<file path="src/rtl/move_pkg.sv">
// move_pkg: shared tile codes, FSM state encoding and default widths for the move resolver.
package move_pkg;
  localparam int GRID_W_DEF = 4;
  localparam int TILE_W_DEF = 4;
  localparam logic [TILE_W_DEF-1:0] FLOOR    = 4'd0;
  localparam logic [TILE_W_DEF-1:0] WALL     = 4'd1;
  localparam logic [TILE_W_DEF-1:0] BOX      = 4'd2;
  localparam logic [TILE_W_DEF-1:0] GOAL     = 4'd3;
  localparam logic [TILE_W_DEF-1:0] BOX_GOAL = 4'd4;
  typedef enum logic [2:0] {IDLE, RD_T, RD_B, WR_B, WR_T, ACC, REJ} state_t;
endpackage

</file>
<file path="src/rtl/move_resolver_if.sv">
// move_resolver_if: move request/response channel and tile-map RAM port.
interface move_req_if #(parameter int GRID_W = 4);
  logic [GRID_W-1:0] player_x, player_y, ask_x, ask_y, goto_x, goto_y;
  logic ask_move, accept_move, reject_move, busy;
  modport master (output player_x, player_y, ask_move, ask_x, ask_y,
                  input accept_move, reject_move, goto_x, goto_y, busy);
  modport slave (input player_x, player_y, ask_move, ask_x, ask_y,
                 output accept_move, reject_move, goto_x, goto_y, busy);
endinterface

interface map_if #(parameter int ADDR_W = 8, parameter int TILE_W = 4);
  logic [ADDR_W-1:0] map_addr;
  logic [TILE_W-1:0] map_rdata, map_wdata;
  logic map_we;
  modport master (output map_addr, map_we, map_wdata, input map_rdata);
  modport slave (input map_addr, map_we, map_wdata, output map_rdata);
endinterface

</file>
<file path="src/rtl/move_resolver_step_calc.sv">
// step_calc: unit-step legality, beyond-tile coordinates and grid-edge flag for a move.
module step_calc #(parameter int GRID_W = 4) (
  input  logic [GRID_W-1:0] px,
  input  logic [GRID_W-1:0] py,
  input  logic [GRID_W-1:0] ax,
  input  logic [GRID_W-1:0] ay,
  output logic              legal,
  output logic [GRID_W-1:0] bx,
  output logic [GRID_W-1:0] by,
  output logic              oob
);
  localparam logic [GRID_W:0] ONE = 1;
  logic [GRID_W:0] dx, dy, sx, sy;
  logic ux, uy;
  always_comb begin
    dx = {1'b0, ax} - {1'b0, px};
    dy = {1'b0, ay} - {1'b0, py};
    ux = dx == ONE || dx == '1;
    uy = dy == ONE || dy == '1;
    legal = (ux && dy == '0) || (uy && dx == '0);
    sx = {1'b0, ax} + dx;
    sy = {1'b0, ay} + dy;
    bx = sx[GRID_W-1:0];
    by = sy[GRID_W-1:0];
    // a unit step off either edge lands on bit GRID_W of the extended sum
    oob = sx[GRID_W] || sy[GRID_W];
  end
endmodule

</file>
<file path="src/rtl/move_resolver.sv">
// move_resolver: grants or denies player moves against the tile map, rewriting tiles for box pushes.
module move_resolver
  import move_pkg::*;
#(
  parameter int GRID_W = GRID_W_DEF,
  parameter int TILE_W = TILE_W_DEF,
  parameter int ADDR_W = 2 * GRID_W
) (
  input logic       clk,
  input logic       rstn,
  move_req_if.slave req,
  map_if.master     map
);
  state_t state_q, state_d;
  logic [GRID_W-1:0] px_q, px_d, py_q, py_d, ax_q, ax_d, ay_q, ay_d;
  logic [GRID_W-1:0] bx, by;
  logic [TILE_W-1:0] t_q, t_d, b_q, b_d;
  logic idle, legal, oob, rd_open, rd_box;
  assign idle = state_q == IDLE;
  assign rd_open = map.map_rdata == TILE_W'(FLOOR) || map.map_rdata == TILE_W'(GOAL);
  assign rd_box = map.map_rdata == TILE_W'(BOX) || map.map_rdata == TILE_W'(BOX_GOAL);
  assign req.busy = !idle;
  // live coordinates feed the calculator in IDLE, captured ones afterwards
  step_calc #(.GRID_W(GRID_W)) u_step (
    .px(idle ? req.player_x : px_q),
    .py(idle ? req.player_y : py_q),
    .ax(idle ? req.ask_x : ax_q),
    .ay(idle ? req.ask_y : ay_q),
    .legal(legal),
    .bx(bx),
    .by(by),
    .oob(oob)
  );
  always_comb begin
    state_d = state_q;
    px_d = px_q;
    py_d = py_q;
    ax_d = ax_q;
    ay_d = ay_q;
    t_d = t_q;
    b_d = b_q;
    map.map_addr = '0;
    map.map_we = 1'b0;
    map.map_wdata = '0;
    req.accept_move = 1'b0;
    req.reject_move = 1'b0;
    req.goto_x = '0;
    req.goto_y = '0;
    unique case (state_q)
      IDLE: if (req.ask_move) begin
        px_d = req.player_x;
        py_d = req.player_y;
        ax_d = req.ask_x;
        ay_d = req.ask_y;
        state_d = legal ? RD_T : REJ;
        map.map_addr = legal ? ADDR_W'({req.ask_y, req.ask_x}) : '0;
      end
      RD_T: begin
        t_d = map.map_rdata;
        state_d = rd_open ? ACC : (rd_box && !oob) ? RD_B : REJ;
        map.map_addr = (rd_box && !oob) ? ADDR_W'({by, bx}) : '0;
      end
      RD_B: begin
        b_d = map.map_rdata;
        state_d = rd_open ? WR_B : REJ;
      end
      WR_B: begin
        map.map_we = 1'b1;
        map.map_addr = ADDR_W'({by, bx});
        map.map_wdata = b_q == TILE_W'(GOAL) ? TILE_W'(BOX_GOAL) : TILE_W'(BOX);
        state_d = WR_T;
      end
      WR_T: begin
        map.map_we = 1'b1;
        map.map_addr = ADDR_W'({ay_q, ax_q});
        map.map_wdata = t_q == TILE_W'(BOX_GOAL) ? TILE_W'(GOAL) : TILE_W'(FLOOR);
        state_d = ACC;
      end
      ACC: begin
        req.accept_move = 1'b1;
        req.goto_x = ax_q;
        req.goto_y = ay_q;
        state_d = IDLE;
      end
      REJ: begin
        req.reject_move = 1'b1;
        state_d = IDLE;
      end
      default: state_d = IDLE;
    endcase
  end
  always_ff @(posedge clk or negedge rstn) begin
    if (!rstn) begin
      state_q <= IDLE;
      px_q <= '0;
      py_q <= '0;
      ax_q <= '0;
      ay_q <= '0;
      t_q <= '0;
      b_q <= '0;
    end else begin
      state_q <= state_d;
      px_q <= px_d;
      py_q <= py_d;
      ax_q <= ax_d;
      ay_q <= ay_d;
      t_q <= t_d;
      b_q <= b_d;
    end
  end
endmodule

</file>
<file path="src/flat_wrapper.sv">
// flat-port wrapper written by rule: the top's interface ports become plain ports
module move_resolver_flat import move_pkg::*;
#(
  parameter int GRID_W = GRID_W_DEF,
  parameter int TILE_W = TILE_W_DEF,
  parameter int ADDR_W = 2 * GRID_W
)
  (clk, rstn, req_player_x, req_player_y, req_ask_move, req_ask_x, req_ask_y, req_accept_move, req_reject_move, req_goto_x, req_goto_y, req_busy, map_map_addr, map_map_we, map_map_wdata, map_map_rdata);
  move_req_if #(.GRID_W(GRID_W)) req_i ();
  map_if #(.ADDR_W(ADDR_W), .TILE_W(TILE_W)) map_i ();
  input logic clk;
  input logic rstn;
  input wire logic [$bits(req_i.player_x)-1:0] req_player_x;
  input wire logic [$bits(req_i.player_y)-1:0] req_player_y;
  input wire logic [$bits(req_i.ask_move)-1:0] req_ask_move;
  input wire logic [$bits(req_i.ask_x)-1:0] req_ask_x;
  input wire logic [$bits(req_i.ask_y)-1:0] req_ask_y;
  output wire logic [$bits(req_i.accept_move)-1:0] req_accept_move;
  output wire logic [$bits(req_i.reject_move)-1:0] req_reject_move;
  output wire logic [$bits(req_i.goto_x)-1:0] req_goto_x;
  output wire logic [$bits(req_i.goto_y)-1:0] req_goto_y;
  output wire logic [$bits(req_i.busy)-1:0] req_busy;
  output wire logic [$bits(map_i.map_addr)-1:0] map_map_addr;
  output wire logic [$bits(map_i.map_we)-1:0] map_map_we;
  output wire logic [$bits(map_i.map_wdata)-1:0] map_map_wdata;
  input wire logic [$bits(map_i.map_rdata)-1:0] map_map_rdata;
  assign req_i.player_x = req_player_x;
  assign req_i.player_y = req_player_y;
  assign req_i.ask_move = req_ask_move;
  assign req_i.ask_x = req_ask_x;
  assign req_i.ask_y = req_ask_y;
  assign req_accept_move = req_i.accept_move;
  assign req_reject_move = req_i.reject_move;
  assign req_goto_x = req_i.goto_x;
  assign req_goto_y = req_i.goto_y;
  assign req_busy = req_i.busy;
  assign map_map_addr = map_i.map_addr;
  assign map_map_we = map_i.map_we;
  assign map_map_wdata = map_i.map_wdata;
  assign map_i.map_rdata = map_map_rdata;
  move_resolver #(.GRID_W(GRID_W), .TILE_W(TILE_W), .ADDR_W(ADDR_W)) u_core (.clk(clk), .rstn(rstn), .req(req_i), .map(map_i));
endmodule
</file>
<file path="config.mk">
export PLATFORM = sky130hd
export DESIGN_NAME = move_resolver_flat
export DESIGN_NICKNAME = d
export VERILOG_FILES = /design/src/rtl/move_pkg.sv /design/src/rtl/move_resolver_if.sv /design/src/rtl/move_resolver_step_calc.sv /design/src/rtl/move_resolver.sv /design/src/flat_wrapper.sv
export SDC_FILE = /design/constraint.sdc
export NUM_CORES = 1
export LEC_CHECK = 0
export ABC_CLOCK_PERIOD_IN_PS = 7550
export CAP_MARGIN = 30
export CORE_UTILIZATION = 40
export CTS_CLUSTER_SIZE = 25
export DETAILED_ROUTE_END_ITERATION = 7
export SYNTH_ARGS = -nofsm -noshare
export SYNTH_HDL_FRONTEND = slang
export SYNTH_HIERARCHICAL = 1
export SYNTH_SLANG_ARGS = --single-unit
</file>
<file path="constraint.sdc">
create_clock -name clk -period 7.55 [get_ports clk]
set_clock_uncertainty 0.15 [all_clocks]
set_input_delay 0.755 -clock clk [delete_from_list [all_inputs] [get_ports clk]]
set_output_delay 0.755 -clock clk [all_outputs]
set_load 0.01 [all_outputs]
</file>
Word-level counts from Yosys, hierarchy flattened
Index checks and enable logic that the tools add are counted.
{"block": "totals", "memories": 0, "latchBits": 0, "wordCells": 66, "reg_bits": 27, "rom_bits": 0, "ramBits": 0}
{"block": "classes", "shifts": 0, "bitwise": 0, "div_mod_pow": 0, "n_eq_ne": 16, "magnitude_cmp": 0, "n_reduce_logical": 17, "add_sub_neg": 4, "muxes": 22, "multipliers": 0}
{"op": "8-bit one-hot mux with 4 select lines", "n": 1}
{"op": "4-bit 2-to-1 mux", "n": 6}
{"op": "8-bit 2-to-1 mux", "n": 3}
{"op": "3-bit 2-to-1 mux", "n": 6}
{"op": "3-bit one-hot mux with 5 select lines", "n": 1}
{"op": "4-bit by 2-bit == test with 1-bit output, second input constant", "n": 3}
{"op": "4-bit by 5-bit adder with 5-bit output", "n": 2}
{"op": "5-bit by 1-bit == test with 1-bit output, second input constant", "n": 2}
{"op": "5-bit == test, second input constant", "n": 2}
{"op": "5-bit zero test", "n": 2}
{"op": "4-bit by 4-bit subtractor with 5-bit output", "n": 2}
{"op": "3-bit == test, second input constant", "n": 3}
{"op": "4-bit by 3-bit == test with 1-bit output, second input constant", "n": 2}
{"op": "4-bit one-hot mux with 2 select lines", "n": 1}
{"op": "3-bit by 2-bit == test with 1-bit output, second input constant", "n": 2}
{"op": "1-bit logical OR", "n": 6}
{"op": "4-bit zero test", "n": 1}
{"op": "3-bit by 1-bit == test with 1-bit output, second input constant", "n": 1}
{"op": "1-bit logical AND", "n": 3}
{"op": "3-bit zero test", "n": 1}
{"op": "1-bit 2-to-1 mux", "n": 3}
{"op": "1-bit zero test", "n": 2}
{"op": "2-bit 2-to-1 mux", "n": 1}
{"op": "2-bit != test, second input constant", "n": 1}
{"op": "2 further kinds", "n": 2}

Longest topological paths before layout
{"block": "logic_depth", "word_depth": 10, "mapped_depth": 18, "ltp_nobuf": 16}

Modules after synthesis
The synthesis kept the hierarchy.
{"mod": "move_resolver", "n_inst": 1, "cells_per_inst": 151, "area_each_um2": 1680.4, "seq_area_each_um2": 675.6}
{"mod": "step_calc", "n_inst": 1, "cells_per_inst": 88, "area_each_um2": 696.9, "seq_area_each_um2": 0.0}

Worst setup path after synthesis
No wires, ideal clock.
{"block": "synth_path", "path_kind": "register to output", "startpoint": "register u_core.state_q[1]", "endpoint": "output port map_map_addr[0]", "path_slack_ns": 2.672, "path_stages_with_launch": 18, "required_ns": 6.645, "arrival_time_ns": 3.973, "path_cell_list": "dfrtp_1 buf_2 nor3_2 buf_4 mux2_2 inv_1 ha_1 inv_1 fa_1 xor2_1 ha_1 a21o_1 a21oi_1 xor2_1 nand2_1 nor3_1 a21oi_1 o21ai_0"}
{"block": "synth_via", "word_cells_on_any_way": 30}
{"element": "start, declared", "line_no": "move_resolver.sv:14", "text": "state_t state_q, state_d;"}
{"element": "start signal, assigned", "line_no": "move_resolver.sv:102", "text": "state_q <= state_d;"}
{"element": "3-bit zero test *", "line_no": "move_resolver.sv:19", "text": "assign idle = state_q == IDLE;"}
{"element": "4-bit 2-to-1 mux (on tied branches)"}
{"element": "4-bit by 4-bit subtractor with 5-bit output (on tied branches)", "line_no": "move_resolver_step_calc.sv:16, move_resolver_step_calc.sv:17"}
{"element": "4-bit by 5-bit adder with 5-bit output (on tied branches)", "line_no": "move_resolver_step_calc.sv:21, move_resolver_step_calc.sv:22"}
{"element": "1-bit logical OR *", "line_no": "move_resolver_step_calc.sv:26", "text": "oob = sx[GRID_W] || sy[GRID_W];"}
{"element": "named net u_core.oob", "line_no": "move_resolver.sv:18", "text": "logic idle, legal, oob, rd_open, rd_box;"}
{"element": "1-bit zero test *", "line_no": "move_resolver.sv:61", "text": "map.map_addr = (rd_box && !oob) ? ADDR_W'({by, bx}) : '0;"}
{"element": "1-bit logical AND *", "line_no": "move_resolver.sv:61"}
{"element": "8-bit 2-to-1 mux *", "line_no": "move_resolver.sv:61"}
{"element": "8-bit one-hot mux with 4 select lines *", "line_no": "move_resolver.sv:49", "text": "unique case (state_q)"}
{"element": "end, declared", "line_no": "flat_wrapper.sv:23", "text": "output wire logic [$bits(map_i.map_addr)-1:0] map_map_addr;"}
Mark *: on every way through the listed nets, which the timed path passes. The rest lies on a longest branch.

Worst setup path after layout
{"block": "layout_path", "startpoint": "register u_core.state_q[2]", "endpoint": "output port map_map_addr[7]"}
The elaborated chain is that of the path after synthesis.

==> summary.md <==
| Metric | Value |
|---|---|
| Status | finished, final reports clean |
| Post-route cell area | 0.00293 mm^2 |
| Final hold vios | 0 |
| Die Y | 79.1 um |
| Total negative slack | 0 ps |
| Clock buffer depth | 2 |
| # placed instances | 348 |
| M3 GR Usage | 0.0230 |
| Vias in the first global route | 1895 |
| Die area | 0.00626 mm^2 |
| H-tree levels | 1 |
| # IOs | 47 |
| CTS-repair resized insts | 0 |
| CP Capture Type | primary output |
| Hold Buf Count CTS | 0 |
| Post-synth EDFFs | 0 |
| Slowest cell on crit path | nor3_2 |
| Reg clk slew, reported paths | 110 ps |
| Warnings from Yosys | 6 |
| Area added between synthesis and finish | 23.1% |
| Net count after synthesis | 282 |
| Clk Tree Root Cell | clkbuf_8 |
| Netlist Area Pre-Place | 0.00238 mm^2 |
| Max-Cap Viols | 0 |
| # nets final | 324 |
| Most area-hungry cell type in the Yosys netlist | dfrtp_1 |
| Ys async rst share | 1.00 |
| Placed cell areas | 0.00288 mm^2 |
| Crit-path max cell delay | 700 ps |
| Wirelength per Cell | 15.6 um |
| Layout cells sized above 1 | 0.200 |
| Routability Congestion | 0.838 |
| Met1 Use GR | 0.259 |
| First-pass GRT wire length | 9.06 mm |
| Post-DP HPWL | 4.11 mm |
| DP Worst Slack | 1470 ps |
| Setup bufs post-CTS | 0 |
| WS Path Type | reg -> out |
| Initial antenna violation count | 0 |
| Post-route clock period utilization | 0.849 |
| DRT Wirelength | 5.50 mm |
| Minimum clock period | 6410 ps |
| Rel. slew slack | 0.505 |
| CTS Sinks | 27 |
| Max-slew violation count | 0 |
| Avg Inst Size Synth | 9.95 um^2 |
| GR Util met2 | 0.309 |
| Final WS setup | 1140 ps |
| Sequential cell area | 676 um^2 |
| Initial DRC count | 99 |
| Synthesis-stage register bit count | 27 |
| Arr. time, crit path | 5500 ps |
| CTS tree | built |
| CORE AREA | 0.00561 mm^2 |
| Top_reg_cell synth | dfrtp_1 |
| GRT Overall Usage | 0.190 |
| Pin count of the biggest net entering global routing | 28 |
| CP startpoint kind | flip-flop |
| R2R setup slack | 2650 ps |
| TritonCTS buffer count | 3 |
| Die Width | 79.1 um |
| RSZ-0062 raised after global routing | no |
| Area of the multi-input gates | 0.00156 mm^2 |
| Tightest Pin Transition | 740 ps |
| Row cnt | 27 |
| Ant diodes | 0 |
| Register area share after synthesis | 0.284 |
| Global route hottest layer | met2 |
| Vias per inst | 5.36 |
| Post-synth top cells | 40 x mux2_2, 27 x dfrtp_1, 20 x inv_1, 16 x ha_1, 14 x nand2_1 |
| CP cell instances | nor3_2, buf_4, mux2_2, inv_1, ha_1, inv_1, fa_1, xor2_1, ha_1, a21o_1, a21oi_1, xor2_1, nand2_1, nor3_1, a21oi_1, o21ai_0, clkdlybuf4s50_1 |
| Finished Layout Cells | 352 |
| Clk_lat worst skew | 280 ps |
| Area share of the largest cell type after synthesis | 0.284 |
| Layout filler cell count | 529 |
| Vias | 1887 |
| IO buf count | 45 |
| # DRC | 0 |
| Synth cell types | 48 |
| First-pass DRT Iterations | 4 |
| CP Max Fanout | 16 |
| Most frequent cell after synthesis | mux2_2 |
| Ranking of synthesized cells by area | dfrtp_1 28%, mux2_2 19%, ha_1 8.4%, fa_1 3.4%, inv_1 3.2% |
| Top achievable clock speed | 156 MHz |
| Synth Instances | 239 |
| Worst EP required | 6640 ps |
| Hold Crit Class | reg -> reg |
| Final setup fails | 0 |
| Congestion Overflow GR | 0 |
| Starting density of the core | 0.424 |
| Antenna viol nets, final | 0 |
flip-flops by register name (all words and copies together) (netlist names):
| register | cells |
|---|---|
| u_core/b_q | 4 |
| u_core/t_q | 4 |
| u_core/px_q | 4 |
| u_core/state_q | 3 |
| u_core/ay_q | 4 |
| u_core/ax_q | 4 |
| u_core/py_q | 4 |
layer usage:
layer | share of wire | vias up
met3 | 0.045 | 6
met5 | 0 | -
met1 | 0.49 | 894
met4 | 0.0080 | 0
met2 | 0.45 | 53
li1 | - | 934
cells by family after synthesis:
group                    after synthesis  share of synthesized area
other                                  1                    0.00158
multiplexers                          42                      0.200
flip-flops                            27                      0.284
adder cells (fa/ha/maj)               20                      0.118
XOR/XNOR                              14                     0.0516
AO/OA/AOI/OAI                         48                      0.139
AND/OR/NAND/NOR                       56                      0.147
buffers and inverters                 31                     0.0584
area by class of cell:
class / instances / share of cell area
multi-input combinational: 181 / 0.534
inverter: 20 / 0.0257
tap: 72 / 0.0308
clock buffer: 3 / 0.0141
sequential: 27 / 0.231
timing repair buffer: 48 / 0.162
clock inverter: 1 / 0.00257
metrics by stage:
step	utilization	hold slack, ps
global route	0.522	385
global placement	0.513	334
CTS	0.522	370
detailed placement	0.513	345
floorplan	-	309
finish	0.522	364
cells in the final DEF, fill, tap and decap left out, types with 4 or more instances in the layout:
cell type        count
nand2_1             14
a21oi_1              9
nor2_1               9
a32oi_1              8
ha_1                16
and2_1               8
clkdlybuf4s50_1     45
fa_1                 4
a21o_1               6
mux2_2              40
xor2_1               7
inv_1               20
dfrtp_1             27
xnor2_1              7
nor2b_1              4
o21ai_0             12
critical path, delay by kind of cell (launching register included):
family / cells / cell delay (ps)
AOI/OAI and AO/OA: 4 / 1170
buffers and inverters: 4 / 940
adders and majority gates: 3 / 940
and+or+nand+nor: 3 / 820
DFF: 1 / 580
xor gates and xnor gates: 2 / 400
muxes: 1 / 380
worst paths after layout:
path,from,cells past startpoint,to
max,u_core/state_q[2],17,map_map_addr[7]
max in group asynchronous,rstn,2,u_core/t_q[0]
max reg2reg,u_core/state_q[2],15,u_core/state_q[2]
min,u_core/py_q[2],1,u_core/py_q[2]
min in group asynchronous,rstn,2,u_core/ax_q[0]
min reg2reg,u_core/py_q[2],1,u_core/py_q[2]
Power is left out: the tool's default activity adds up to more than one toggle a clock period on the data nets, which glitch-free logic cannot reach.
